## src/rtl/periph_bridge_pkg.sv

```systemverilog
// Shared settings for the peripheral bridge: FSM encoding and fixed widths.
package periph_bridge_pkg;

    // Address comparison width for device windows.
    localparam int unsigned ADDR_W = 32;

    // Width of the access wait counter; bounds the usable TIMEOUT range.
    localparam int unsigned CNT_W = 8;

    typedef logic [CNT_W-1:0] cnt_t;

    typedef enum logic [1:0] {
        StIdle,
        StAccess,
        StResp
    } state_e;

endpackage

```

## src/rtl/periph_bridge_if.sv

```systemverilog
// CPU-side and device-side signal bundle of the peripheral bridge.
interface periph_bridge_if
    import periph_bridge_pkg::*;
#(
    parameter int unsigned N_DEV  = 2,
    parameter int unsigned DATA_W = 32
);

    // CPU side
    logic                  pr_req;
    logic [ADDR_W-1:0]     pr_addr;
    logic                  pr_we;
    logic [DATA_W/8-1:0]   pr_be;
    logic [DATA_W-1:0]     pr_wd;
    logic [DATA_W-1:0]     pr_rd;
    logic                  pr_ack;
    logic                  pr_err;

    // Device side
    logic [ADDR_W-3:0]     dev_addr;
    logic [DATA_W-1:0]     dev_wd;
    logic [DATA_W/8-1:0]   dev_be;
    logic [N_DEV-1:0]      dev_sel;
    logic [N_DEV-1:0]      dev_we;
    logic [N_DEV*DATA_W-1:0] dev_rd;
    logic [N_DEV-1:0]      dev_rdy;
    logic [N_DEV-1:0]      dev_irq;
    logic [N_DEV-1:0]      hw_int;

    // The bridge itself
    modport slave (
        input  pr_req, pr_addr, pr_we, pr_be, pr_wd,
        output pr_rd, pr_ack, pr_err,
        output dev_addr, dev_wd, dev_be, dev_sel, dev_we,
        input  dev_rd, dev_rdy, dev_irq,
        output hw_int
    );

    // The surrounding CPU and devices
    modport master (
        output pr_req, pr_addr, pr_we, pr_be, pr_wd,
        input  pr_rd, pr_ack, pr_err,
        input  dev_addr, dev_wd, dev_be, dev_sel, dev_we,
        output dev_rd, dev_rdy, dev_irq,
        input  hw_int
    );

endinterface

```

## src/rtl/periph_decoder.sv

```systemverilog
// Combinational address decode: one-hot device select plus miss flag.
// Overlapping windows resolve to the lowest device index.
module periph_decoder
    import periph_bridge_pkg::*;
#(
    parameter int unsigned             N_DEV     = 2,
    parameter logic [N_DEV*ADDR_W-1:0] DEV_BASE  = {32'h7F10, 32'h7F00},
    parameter logic [N_DEV*ADDR_W-1:0] DEV_LIMIT = {32'h7F1B, 32'h7F0B}
) (
    input  logic [ADDR_W-1:0] addr_i,
    output logic [N_DEV-1:0]  sel_o,
    output logic              miss_o
);

    // First matching window wins; later matches are suppressed.
    always_comb begin
        logic found;
        found  = 1'b0;
        sel_o  = '0;
        for (int unsigned k = 0; k < N_DEV; k++) begin
            if (!found && addr_i >= DEV_BASE[k*ADDR_W +: ADDR_W]
                       && addr_i <= DEV_LIMIT[k*ADDR_W +: ADDR_W]) begin
                sel_o[k] = 1'b1;
                found    = 1'b1;
            end
        end
        miss_o = !found;
    end

endmodule

```

## src/rtl/periph_bridge.sv

```systemverilog
// Single-outstanding CPU-to-peripheral bridge with address decode, wait
// timeout and a two-flop interrupt synchroniser.
module periph_bridge
    import periph_bridge_pkg::*;
#(
    parameter int unsigned             N_DEV     = 2,
    parameter int unsigned             DATA_W    = 32,
    parameter logic [N_DEV*ADDR_W-1:0] DEV_BASE  = {32'h7F10, 32'h7F00},
    parameter logic [N_DEV*ADDR_W-1:0] DEV_LIMIT = {32'h7F1B, 32'h7F0B},
    parameter int unsigned             TIMEOUT   = 16
) (
    input  logic            clk,
    input  logic            reset_n,
    periph_bridge_if.slave  bus
);

    localparam int unsigned BE_W = DATA_W / 8;

    state_e              state_q, state_d;
    cnt_t                cnt_q, cnt_d;
    logic [DATA_W-1:0]   rd_q, rd_d;
    logic [DATA_W-1:0]   wd_q, wd_d;
    logic [BE_W-1:0]     be_q, be_d;
    logic [ADDR_W-3:0]   addr_q, addr_d;
    logic [N_DEV-1:0]    sel_q, sel_d;
    logic                we_q, we_d;
    logic                err_q, err_d;
    logic [N_DEV-1:0]    irq_meta_q, irq_sync_q;

    logic [N_DEV-1:0]    dec_sel;
    logic                dec_miss;
    logic [DATA_W-1:0]   rd_mux;
    logic                sel_rdy;

    periph_decoder #(
        .N_DEV     (N_DEV),
        .DEV_BASE  (DEV_BASE),
        .DEV_LIMIT (DEV_LIMIT)
    ) u_decoder (
        .addr_i (bus.pr_addr),
        .sel_o  (dec_sel),
        .miss_o (dec_miss)
    );

    // Pick the selected device's read data and ready; others are ignored.
    always_comb begin
        rd_mux  = '0;
        sel_rdy = |(bus.dev_rdy & sel_q);
        for (int unsigned k = 0; k < N_DEV; k++) begin
            if (sel_q[k]) begin
                rd_mux = rd_mux | bus.dev_rd[k*DATA_W +: DATA_W];
            end
        end
    end

    // Next-state and transaction bookkeeping.
    always_comb begin
        state_d = state_q;
        cnt_d   = cnt_q;
        rd_d    = rd_q;
        wd_d    = wd_q;
        be_d    = be_q;
        addr_d  = addr_q;
        sel_d   = sel_q;
        we_d    = we_q;
        err_d   = err_q;
        case (state_q)
            StIdle: begin
                if (bus.pr_req) begin
                    if (dec_miss || (bus.pr_addr[1:0] != 2'b00) || (bus.pr_be == '0)) begin
                        // Rejected without touching any device.
                        err_d   = 1'b1;
                        state_d = StResp;
                    end else begin
                        addr_d  = bus.pr_addr[ADDR_W-1:2];
                        wd_d    = bus.pr_wd;
                        be_d    = bus.pr_be;
                        we_d    = bus.pr_we;
                        sel_d   = dec_sel;
                        cnt_d   = '0;
                        err_d   = 1'b0;
                        state_d = StAccess;
                    end
                end
            end
            StAccess: begin
                if (sel_rdy) begin
                    if (!we_q) begin
                        rd_d = rd_mux;
                    end
                    err_d   = 1'b0;
                    state_d = StResp;
                end else if (cnt_q == cnt_t'(TIMEOUT - 1)) begin
                    // This was the last permitted wait cycle.
                    err_d   = 1'b1;
                    state_d = StResp;
                end else begin
                    cnt_d = cnt_q + 1'b1;
                end
            end
            StResp: begin
                state_d = StIdle;
            end
            default: begin
                state_d = StIdle;
            end
        endcase
    end

    // FSM and latched transaction state.
    always_ff @(posedge clk or negedge reset_n) begin
        if (!reset_n) begin
            state_q <= StIdle;
            cnt_q   <= '0;
            rd_q    <= '0;
            wd_q    <= '0;
            be_q    <= '0;
            addr_q  <= '0;
            sel_q   <= '0;
            we_q    <= 1'b0;
            err_q   <= 1'b0;
        end else begin
            state_q <= state_d;
            cnt_q   <= cnt_d;
            rd_q    <= rd_d;
            wd_q    <= wd_d;
            be_q    <= be_d;
            addr_q  <= addr_d;
            sel_q   <= sel_d;
            we_q    <= we_d;
            err_q   <= err_d;
        end
    end

    // Interrupt synchroniser, free-running and independent of the FSM.
    always_ff @(posedge clk or negedge reset_n) begin
        if (!reset_n) begin
            irq_meta_q <= '0;
            irq_sync_q <= '0;
        end else begin
            irq_meta_q <= bus.dev_irq;
            irq_sync_q <= irq_meta_q;
        end
    end

    // Output decode from registered state.
    always_comb begin
        bus.pr_rd    = rd_q;
        bus.pr_ack   = (state_q == StResp);
        bus.pr_err   = (state_q == StResp) && err_q;
        bus.dev_addr = addr_q;
        bus.dev_wd   = wd_q;
        bus.dev_be   = be_q;
        bus.dev_sel  = (state_q == StAccess) ? sel_q : '0;
        bus.dev_we   = (state_q == StAccess) ? (sel_q & {N_DEV{we_q}}) : '0;
        bus.hw_int   = irq_sync_q;
    end

endmodule

```

## src/flat_wrapper.sv

```systemverilog
// flat-port wrapper written by rule: the top's interface ports become plain ports
module periph_bridge_flat import periph_bridge_pkg::*;
#(
    parameter int unsigned             N_DEV     = 2,
    parameter int unsigned             DATA_W    = 32,
    parameter logic [N_DEV*ADDR_W-1:0] DEV_BASE  = {32'h7F10, 32'h7F00},
    parameter logic [N_DEV*ADDR_W-1:0] DEV_LIMIT = {32'h7F1B, 32'h7F0B},
    parameter int unsigned             TIMEOUT   = 16
)
  (clk, reset_n, bus_pr_req, bus_pr_addr, bus_pr_we, bus_pr_be, bus_pr_wd, bus_pr_rd, bus_pr_ack, bus_pr_err, bus_dev_addr, bus_dev_wd, bus_dev_be, bus_dev_sel, bus_dev_we, bus_dev_rd, bus_dev_rdy, bus_dev_irq, bus_hw_int);
  periph_bridge_if #(.N_DEV(N_DEV), .DATA_W(DATA_W)) bus_i ();
  input  logic clk;
  input  logic reset_n;
  input wire logic [$bits(bus_i.pr_req)-1:0] bus_pr_req;
  input wire logic [$bits(bus_i.pr_addr)-1:0] bus_pr_addr;
  input wire logic [$bits(bus_i.pr_we)-1:0] bus_pr_we;
  input wire logic [$bits(bus_i.pr_be)-1:0] bus_pr_be;
  input wire logic [$bits(bus_i.pr_wd)-1:0] bus_pr_wd;
  output wire logic [$bits(bus_i.pr_rd)-1:0] bus_pr_rd;
  output wire logic [$bits(bus_i.pr_ack)-1:0] bus_pr_ack;
  output wire logic [$bits(bus_i.pr_err)-1:0] bus_pr_err;
  output wire logic [$bits(bus_i.dev_addr)-1:0] bus_dev_addr;
  output wire logic [$bits(bus_i.dev_wd)-1:0] bus_dev_wd;
  output wire logic [$bits(bus_i.dev_be)-1:0] bus_dev_be;
  output wire logic [$bits(bus_i.dev_sel)-1:0] bus_dev_sel;
  output wire logic [$bits(bus_i.dev_we)-1:0] bus_dev_we;
  input wire logic [$bits(bus_i.dev_rd)-1:0] bus_dev_rd;
  input wire logic [$bits(bus_i.dev_rdy)-1:0] bus_dev_rdy;
  input wire logic [$bits(bus_i.dev_irq)-1:0] bus_dev_irq;
  output wire logic [$bits(bus_i.hw_int)-1:0] bus_hw_int;
  assign bus_i.pr_req = bus_pr_req;
  assign bus_i.pr_addr = bus_pr_addr;
  assign bus_i.pr_we = bus_pr_we;
  assign bus_i.pr_be = bus_pr_be;
  assign bus_i.pr_wd = bus_pr_wd;
  assign bus_pr_rd = bus_i.pr_rd;
  assign bus_pr_ack = bus_i.pr_ack;
  assign bus_pr_err = bus_i.pr_err;
  assign bus_dev_addr = bus_i.dev_addr;
  assign bus_dev_wd = bus_i.dev_wd;
  assign bus_dev_be = bus_i.dev_be;
  assign bus_dev_sel = bus_i.dev_sel;
  assign bus_dev_we = bus_i.dev_we;
  assign bus_i.dev_rd = bus_dev_rd;
  assign bus_i.dev_rdy = bus_dev_rdy;
  assign bus_i.dev_irq = bus_dev_irq;
  assign bus_hw_int = bus_i.hw_int;
  periph_bridge #(.N_DEV(N_DEV), .DATA_W(DATA_W), .DEV_BASE(DEV_BASE), .DEV_LIMIT(DEV_LIMIT), .TIMEOUT(TIMEOUT)) u_core (.clk(clk), .reset_n(reset_n), .bus(bus_i));
endmodule
```

## config.mk

```make
export PLATFORM = sky130hd
export DESIGN_NAME = periph_bridge_flat
export DESIGN_NICKNAME = d
export VERILOG_FILES = /design/src/rtl/periph_bridge_pkg.sv /design/src/rtl/periph_bridge_if.sv /design/src/rtl/periph_decoder.sv /design/src/rtl/periph_bridge.sv /design/src/flat_wrapper.sv
export SDC_FILE = /design/constraint.sdc
export NUM_CORES = 1
export LEC_CHECK = 0
export ABC_AREA = 1
export BUFFER_PORTS_ARGS = -buffer_cell sky130_fd_sc_hd__buf_2
export CAP_MARGIN = 0
export CORE_ASPECT_RATIO = 0.75
export CORE_MARGIN = 3
export CORE_UTILIZATION = 41
export CTS_CLUSTER_SIZE = 8
export DETAILED_ROUTE_END_ITERATION = 6
export GPL_TIMING_DRIVEN = 0
export PLACE_DENSITY = 0.72
export SYNTH_ARGS = -nofsm -noshare
export SYNTH_HDL_FRONTEND = slang
export SYNTH_SLANG_ARGS = --single-unit
```

## constraint.sdc

```tcl
create_clock -name clk -period 1.6 [get_ports clk]
set_input_delay 0.24 -clock clk [delete_from_list [all_inputs] [get_ports clk]]
set_output_delay 0.24 -clock clk [all_outputs]
set_load 0.02 [all_outputs]
```

==> results of run 1 <==
final timing paths:
kind	cells past startpoint	end	startpoint
min reg2reg	0	u_core.bus.hw_int[0]	u_core.irq_meta_q[0]
min	3	u_core.bus.dev_wd[13]	bus_pr_wd[13]
min in group asynchronous	2	u_core.bus.dev_addr[11]	reset_n
max	5	bus_dev_we[0]	u_core.sel_q[0]
max in group asynchronous	3	u_core.bus.dev_addr[14]	reset_n
max reg2reg	10	u_core.err_q	u_core.state_q[0]
critical path, delay by kind of cell, from the launching register on:
kind | cells | cell delay [ns]
simple gates | 1 | 0.19
buf+inv | 4 | 0.49
flops | 1 | 0.34
registers in the layout (all words and copies together) (netlist names):
register and flops:
u_core.err_q 1, u_core.irq_meta_q 2, u_core.state_q 2, u_core.sel_q 2
u_core.we_q 1, u_core.bus.dev_addr 30, u_core.bus.dev_wd 32, u_core.bus.hw_int 2
u_core.bus.dev_be 4, u_core.bus.pr_rd 32, u_core.cnt_q 8
layout by cell type (no fill, tap or decap), types with 2 or more instances in the layout:
cell type	count
clkbuf_1	5
nor2_4	2
o21ai_1	2
a41oi_1	32
buf_8	2
nand4_1	4
dfrtp_1	115
and2_0	2
inv_1	83
buf_4	22
a21oi_1	34
nand3_1	13
buf_2	241
nand2_1	176
buf_6	22
inv_6	7
clkinv_4	3
clkinv_2	2
xnor2_1	2
clkbuf_4	2
o21ai_0	8
dlygate4sd3_1	3
nor3_4	2
xor2_1	3
nor2_2	4
clkinvlp_4	4
o21ai_2	35
inv_2	6
nor2_1	24
clkbuf_2	4
clkbuf_16	20
per-stage QoR:
| stage | utilization (%) | hold slack (ns) |
|---|---|---|
| 4_1_cts | 61.3 | 0.0538 |
| 2_1_floorplan | - | -0.0556 |
| 3_5_place_dp | 54.3 | 0.188 |
| 3_3_place_gp | 54.0 | 0.335 |
| 6_report | 62.1 | 0.0683 |
| 5_1_grt | 62.1 | 0.0603 |
routing by layer:
metal	track usage, %	vias to the layer above	wire length [um]
met2	32.4	192	7260
met3	7.69	12	1520
met5	0	-	0
li1	-	2477	-
met4	5.63	0	119
met1	31.0	2347	6920
layout make-up:
type,count,area share [%]
Clock buffer,17,5.49
Tap cell,166,2.68
Buffer,34,4.53
Multi-Input combinational cell,352,24.3
Clock inverter,15,1.55
Sequential cell,116,37.5
Inverter,91,4.45
Timing Repair Buffer,272,19.6
kinds of logic after synthesis:
| family | after synthesis |
|---|---|
| adder cells (fa/ha/maj) | 1 |
| buffers and inverters | 127 |
| flip-flops | 116 |
| AO/OA/AOI/OAI | 112 |
| AND/OR/NAND/NOR | 234 |
| XOR/XNOR | 5 |
power by group through the flow:
| stage | logic (W) | clock network [W] | registers, W |
|---|---|---|---|
| after floorplan | 0.0000724 | 0 | 0.00301 |
| after global placement | 0.000317 | 0 | 0.00301 |
| after detailed placement | 0.000330 | 0 | 0.00300 |
| after CTS | 0.000342 | 0.00356 | 0.00295 |
| after global routing | 0.000390 | 0.00370 | 0.00295 |
| final | 0.000343 | 0.00349 | 0.00295 |
what timing repair did:
action	in CTS	in global routing
setup buffers	11	10
hold endpoints to repair	45	0
gates resized for setup	46	19
hold buffers	3	0
gates cloned	2	0
endpoints found under the setup margin	43	77
pin swaps	3	6
==> reports/results.ini, run 1 <==
[cells_and_area]
design_area_um2=7750
fin_cells=1063
fillers=1096
ff_latch_area_um2=2900
antenna_cells=0
multi_input_area_um2=1880
drive_gt1_share_pct=43.0
nets=1025
area_growth_pct=46.1

[pwr]
p_sw_w=0.00166
power_w=0.00679
power_frac_comb_pct=5.1
seq_power_share_pct=43.5
p_leak_nw=4.37
p_int_w=0.00512
p_sw_share_pct=24.5
p_clk_share_pct=51.5
max-vdd-ir-drop_mv=0.726
p_per_area_nw_per_um2=875

[synthesis]
synth-seq-cells=116
syn_area_um2=5310
yosys.area_share.adder_pct=0.236
syn_nets=736
yosysTopAreaCellShare_pct=54.7
yosys-top-cells-area=dfrtp_1, nand2_1, inv_1
synth_edf_count=0
synth_top_family_by_area=simple AND/OR/NAND/NOR gates
synth_common_cells=nand2_1, dfrtp_1, inv_1, o21ai_2, a21oi_1
yosysWarningCount=0
avgSynthCellArea_um2=8.92
synth_cell_types=28
yosysTopAreaCell=dfrtp_1
syn-instance-count=595
synth_simple_gate_area_share_pct=17.7
yosys-mux-area-fraction_pct=0
dominantRegCellSynth=dfrtp_1
synth_seq_area_share_pct=54.7
synth_compound_area_share_pct=15.4
synthArstFlopShare_pct=100
yosysMostFrequentCell=nand2_1
synthXorXnorAreaFrac_pct=0.825

[place]
postPlaceCellArea_um2=6770
dp_hpwl_mm=11.2
numPortBuffers=245
dp.cells=1007
dp_slack_ns=-0.216
gp_congestion=0.830

[setup_path]
crit_path_start_kind=flip-flop
worst_path_max_delay_cell=dfrtp_1
critPathArrivalTime_ns=1.42
crit_chain=buf_6 -> clkbuf_16 -> inv_2 -> nor3_4 -> buf_6
required_ns=1.36
cp-end-kind=output port
cp_max_fo=10
cp_common_cell=buf_6
crit_type=reg2out
max_stage_delay_ns=0.34
r2r_slack_ns=0.02

[global_route]
grt_max_degree=74
overflow=0
grt_pass1_vias=4873
grt_pass1_wl_mm=24.9
grt_usage_pct=22.0
antenna_found_initial=0

[timing]
fin_crit_ns=1.66
grt_setup_unrepaired=yes
tns_ns=-0.117
finalHoldViolCount=0
drv_slew=0
fmax_mhz=602
tightest_slew_ns=0.467
max_slew_margin_pct=68.9
finClkSkew_ns=0.0113
worst_slack_ns=-0.0600
setup_violations=3
period_share_pct=104

[routing]
ant_nets=0
routedWlPerCell_um=14.9
drc=0
drt-pass1-iter-count=4
dr_total_vias=5028
wirelength_mm=15.8
drt-initial-drc-count=313
via_per_inst=4.73

[die]
die-width_um=137
die_height_um=105
fp.dieArea_um2=14400
ios=246
core_um2=12500
num_rows=35
start_util_pct=42.5

[clock_network]
path_clk_slew_ns=0.06
ctsRootBufferMaster=clkbuf_16
clock_latency_ns=0.41
htreeDepth=4
cts_tree=done
clk_path_buf_depth=2
cts_buffers=17
clock-sinks=116

[outcome]
violations=negative setup slack
outcome=finished, violations left

[job]
cap_violations=0

[hold_path]
min_path_type=in2reg

Power figures use the tool's default switching activity.
==> inputs of run 2 (changes only) <==
- clock period: 1.6 -> 2.1 ns (I/O delays scaled with it)
==> reports/results.ini, run 2 (synthesis results as in run 1) <==
[pwr]
p_leak_nw=4.16  ; was 4.37 nW
power_frac_comb_pct=4.9  ; was 5.1%
max-vdd-ir-drop_mv=0.545  ; was 0.726 mV
p_int_w=0.00390  ; was 0.00512 W
seq_power_share_pct=43.6  ; was 43.5%
power_w=0.00516  ; was 0.00679 W
p_clk_share_pct=51.5  ; about the same
p_sw_w=0.00126  ; was 0.00166 W
p_per_area_nw_per_um2=703  ; was 875 nW/um^2
p_sw_share_pct=24.4  ; was 24.5%

[clock_network]
clk_path_buf_depth=2  ; unchanged
cts_tree=done  ; unchanged
clock_latency_ns=0.41  ; about the same
cts_buffers=17  ; unchanged
htreeDepth=4  ; unchanged
path_clk_slew_ns=0.06  ; about the same
ctsRootBufferMaster=clkbuf_16  ; unchanged
clock-sinks=116  ; unchanged

[timing]
setup_violations=0  ; was 3
grt_setup_unrepaired=no  ; was yes
finClkSkew_ns=0.0113  ; about the same
finalHoldViolCount=0  ; unchanged
tns_ns=0  ; was -0.117 ns
fmax_mhz=512
period_share_pct=93.1
whs_ns=0.142  ; was 0.0683 ns
max_slew_margin_pct=61.5  ; was 68.9%
drv_slew=0  ; unchanged
fin_crit_ns=1.95
tightest_slew_ns=0.578  ; was 0.467 ns

[place]
gp_congestion=0.830  ; unchanged
postPlaceCellArea_um2=6770  ; unchanged
dp_hpwl_mm=11.2  ; unchanged
numPortBuffers=245  ; unchanged

[global_route]
grt_max_degree=74  ; unchanged
grt_usage_pct=21.1  ; was 22.0%
grt_pass1_vias=4651  ; was 4873
grt_pass1_wl_mm=23.9  ; was 24.9 mm
overflow=0  ; unchanged
antenna_found_initial=0  ; unchanged

[setup_path]
cp_max_fo=12  ; was 10
crit_type=reg2out  ; unchanged
crit_chain=inv_1 -> buf_2 -> nor3_1 -> buf_2  ; was buf_6 -> clkbuf_16 -> inv_2 -> nor3_4 -> buf_6
critPathArrivalTime_ns=1.64  ; was 1.42 ns
cp_common_cell=buf_2  ; was buf_6
required_ns=1.78  ; was 1.36 ns
worst_path_max_delay_cell=dfrtp_1  ; unchanged
crit_path_start_kind=flip-flop  ; unchanged
cp-end-kind=output port  ; unchanged
max_stage_delay_ns=0.40  ; was 0.34 ns

[cells_and_area]
fillers=1150  ; was 1096
layout_commonest_cell=buf_2  ; unchanged
drive_gt1_share_pct=39.3  ; was 43.0%
design_area_um2=7340  ; was 7750 um^2
layout_common_cells=buf_2, nand2_1, dfrtp_1  ; unchanged
postLayoutCoreUtil_pct=58.8  ; was 62.1%
antenna_cells=0  ; unchanged
area_growth_pct=38.2  ; was 46.1%
nets=1000  ; was 1025

[die]
ios=246  ; unchanged
start_util_pct=42.5  ; unchanged
num_rows=35  ; unchanged
fp.dieArea_um2=14400  ; unchanged
die_height_um=105  ; unchanged
core_um2=12500  ; unchanged
die-width_um=137  ; unchanged

[routing]
routedWlPerCell_um=14.5  ; was 14.9 um
drt-pass1-iter-count=4  ; unchanged
drc=0  ; unchanged
ant_nets=0  ; unchanged
via_per_inst=4.64  ; was 4.73
drt-initial-drc-count=250  ; was 313
dr_total_vias=4819  ; was 5028
wirelength_mm=15.0  ; was 15.8 mm

[hold_path]
min_path_type=in2reg  ; unchanged

[outcome]
outcome=finished, final reports clean  ; was finished, violations left

[job]
cap_violations=0  ; unchanged

## run 2: layout make-up
| cell class | instances | area (um^2) | share of cell area [%] |
|---|---|---|---|
| Buffer | 32 | 238 | 3.24 |
| Clock buffer | 17 | 425 | 5.80 |
| Clock inverter | 15 | 120 | 1.64 |
| Inverter | 91 | 342 | 4.66 |
| Multi-Input combinational cell | 352 | 1810 | 24.7 |
| Sequential cell | 116 | 2900 | 39.6 |
| Tap cell | 166 | 208 | 2.83 |
| Timing Repair Buffer | 249 | 1290 | 17.6 |
## run 2: final timing paths
check | from | to | slack [ns] | cells past startpoint
worst max register to register | u_core.sel_q[0] | u_core.bus.pr_rd[21] | 0.31 | 8
worst max-delay path | u_core.we_q | bus_dev_we[1] | 0.15 | 4
max in group asynchronous | reset_n | u_core.bus.dev_addr[19] | 0.99 | 3
min in group asynchronous | reset_n | u_core.bus.dev_addr[11] | 0.40 | 2
worst min-delay path | bus_pr_wd[13] | u_core.bus.dev_wd[13] | 0.14 | 3
worst min register to register | u_core.irq_meta_q[0] | u_core.bus.hw_int[0] | 0.35 | 0
## run 2: routing by layer
| metal | track usage (%) | routed length, um |
|---|---|---|
| met1 | 29.9 | 6800 |
| met4 | 5.06 | 63 |
| met5 | 0 | 0 |
| met2 | 30.8 | 6740 |
| met3 | 7.69 | 1450 |
## run 2: power by group through the flow
stage / combinational (W) / clock (W) / sequential (W)
global placement: 0.000242 / 0 / 0.00229
global route: 0.000288 / 0.00282 / 0.00225
floorplan: 0.0000552 / 0 / 0.00229
finish: 0.000252 / 0.00266 / 0.00225
CTS: 0.000257 / 0.00271 / 0.00225
detailed placement: 0.000251 / 0 / 0.00229
## run 2: what timing repair did
| action | CTS | global route |
|---|---|---|
| buffers inserted | 0 | 0 |
| resized for setup | 1 | 1 |
| hold endpoints to repair | 45 | 0 |
| setup endpoints to repair | 3 | 1 |
| hold buffers | 3 | 0 |
| cloned | 0 | 0 |
## run 2: worst max-delay path, delay by kind of cell (launching register included)
kind | cells | cell delay [ns]
buf+inv | 3 | 0.75
flops | 1 | 0.40
simple gates | 1 | 0.09
## run 2: metrics by stage
| stage | worst slack [ns] | cells |
|---|---|---|
| final | 0.145 | 1038 |
| after global placement | -0.767 | 1006 |
| after detailed placement | 0.209 | 1007 |
| after floorplan | 0.473 | 595 |
| after global routing | 0.0278 | 1038 |
| after CTS | 0.103 | 1038 |
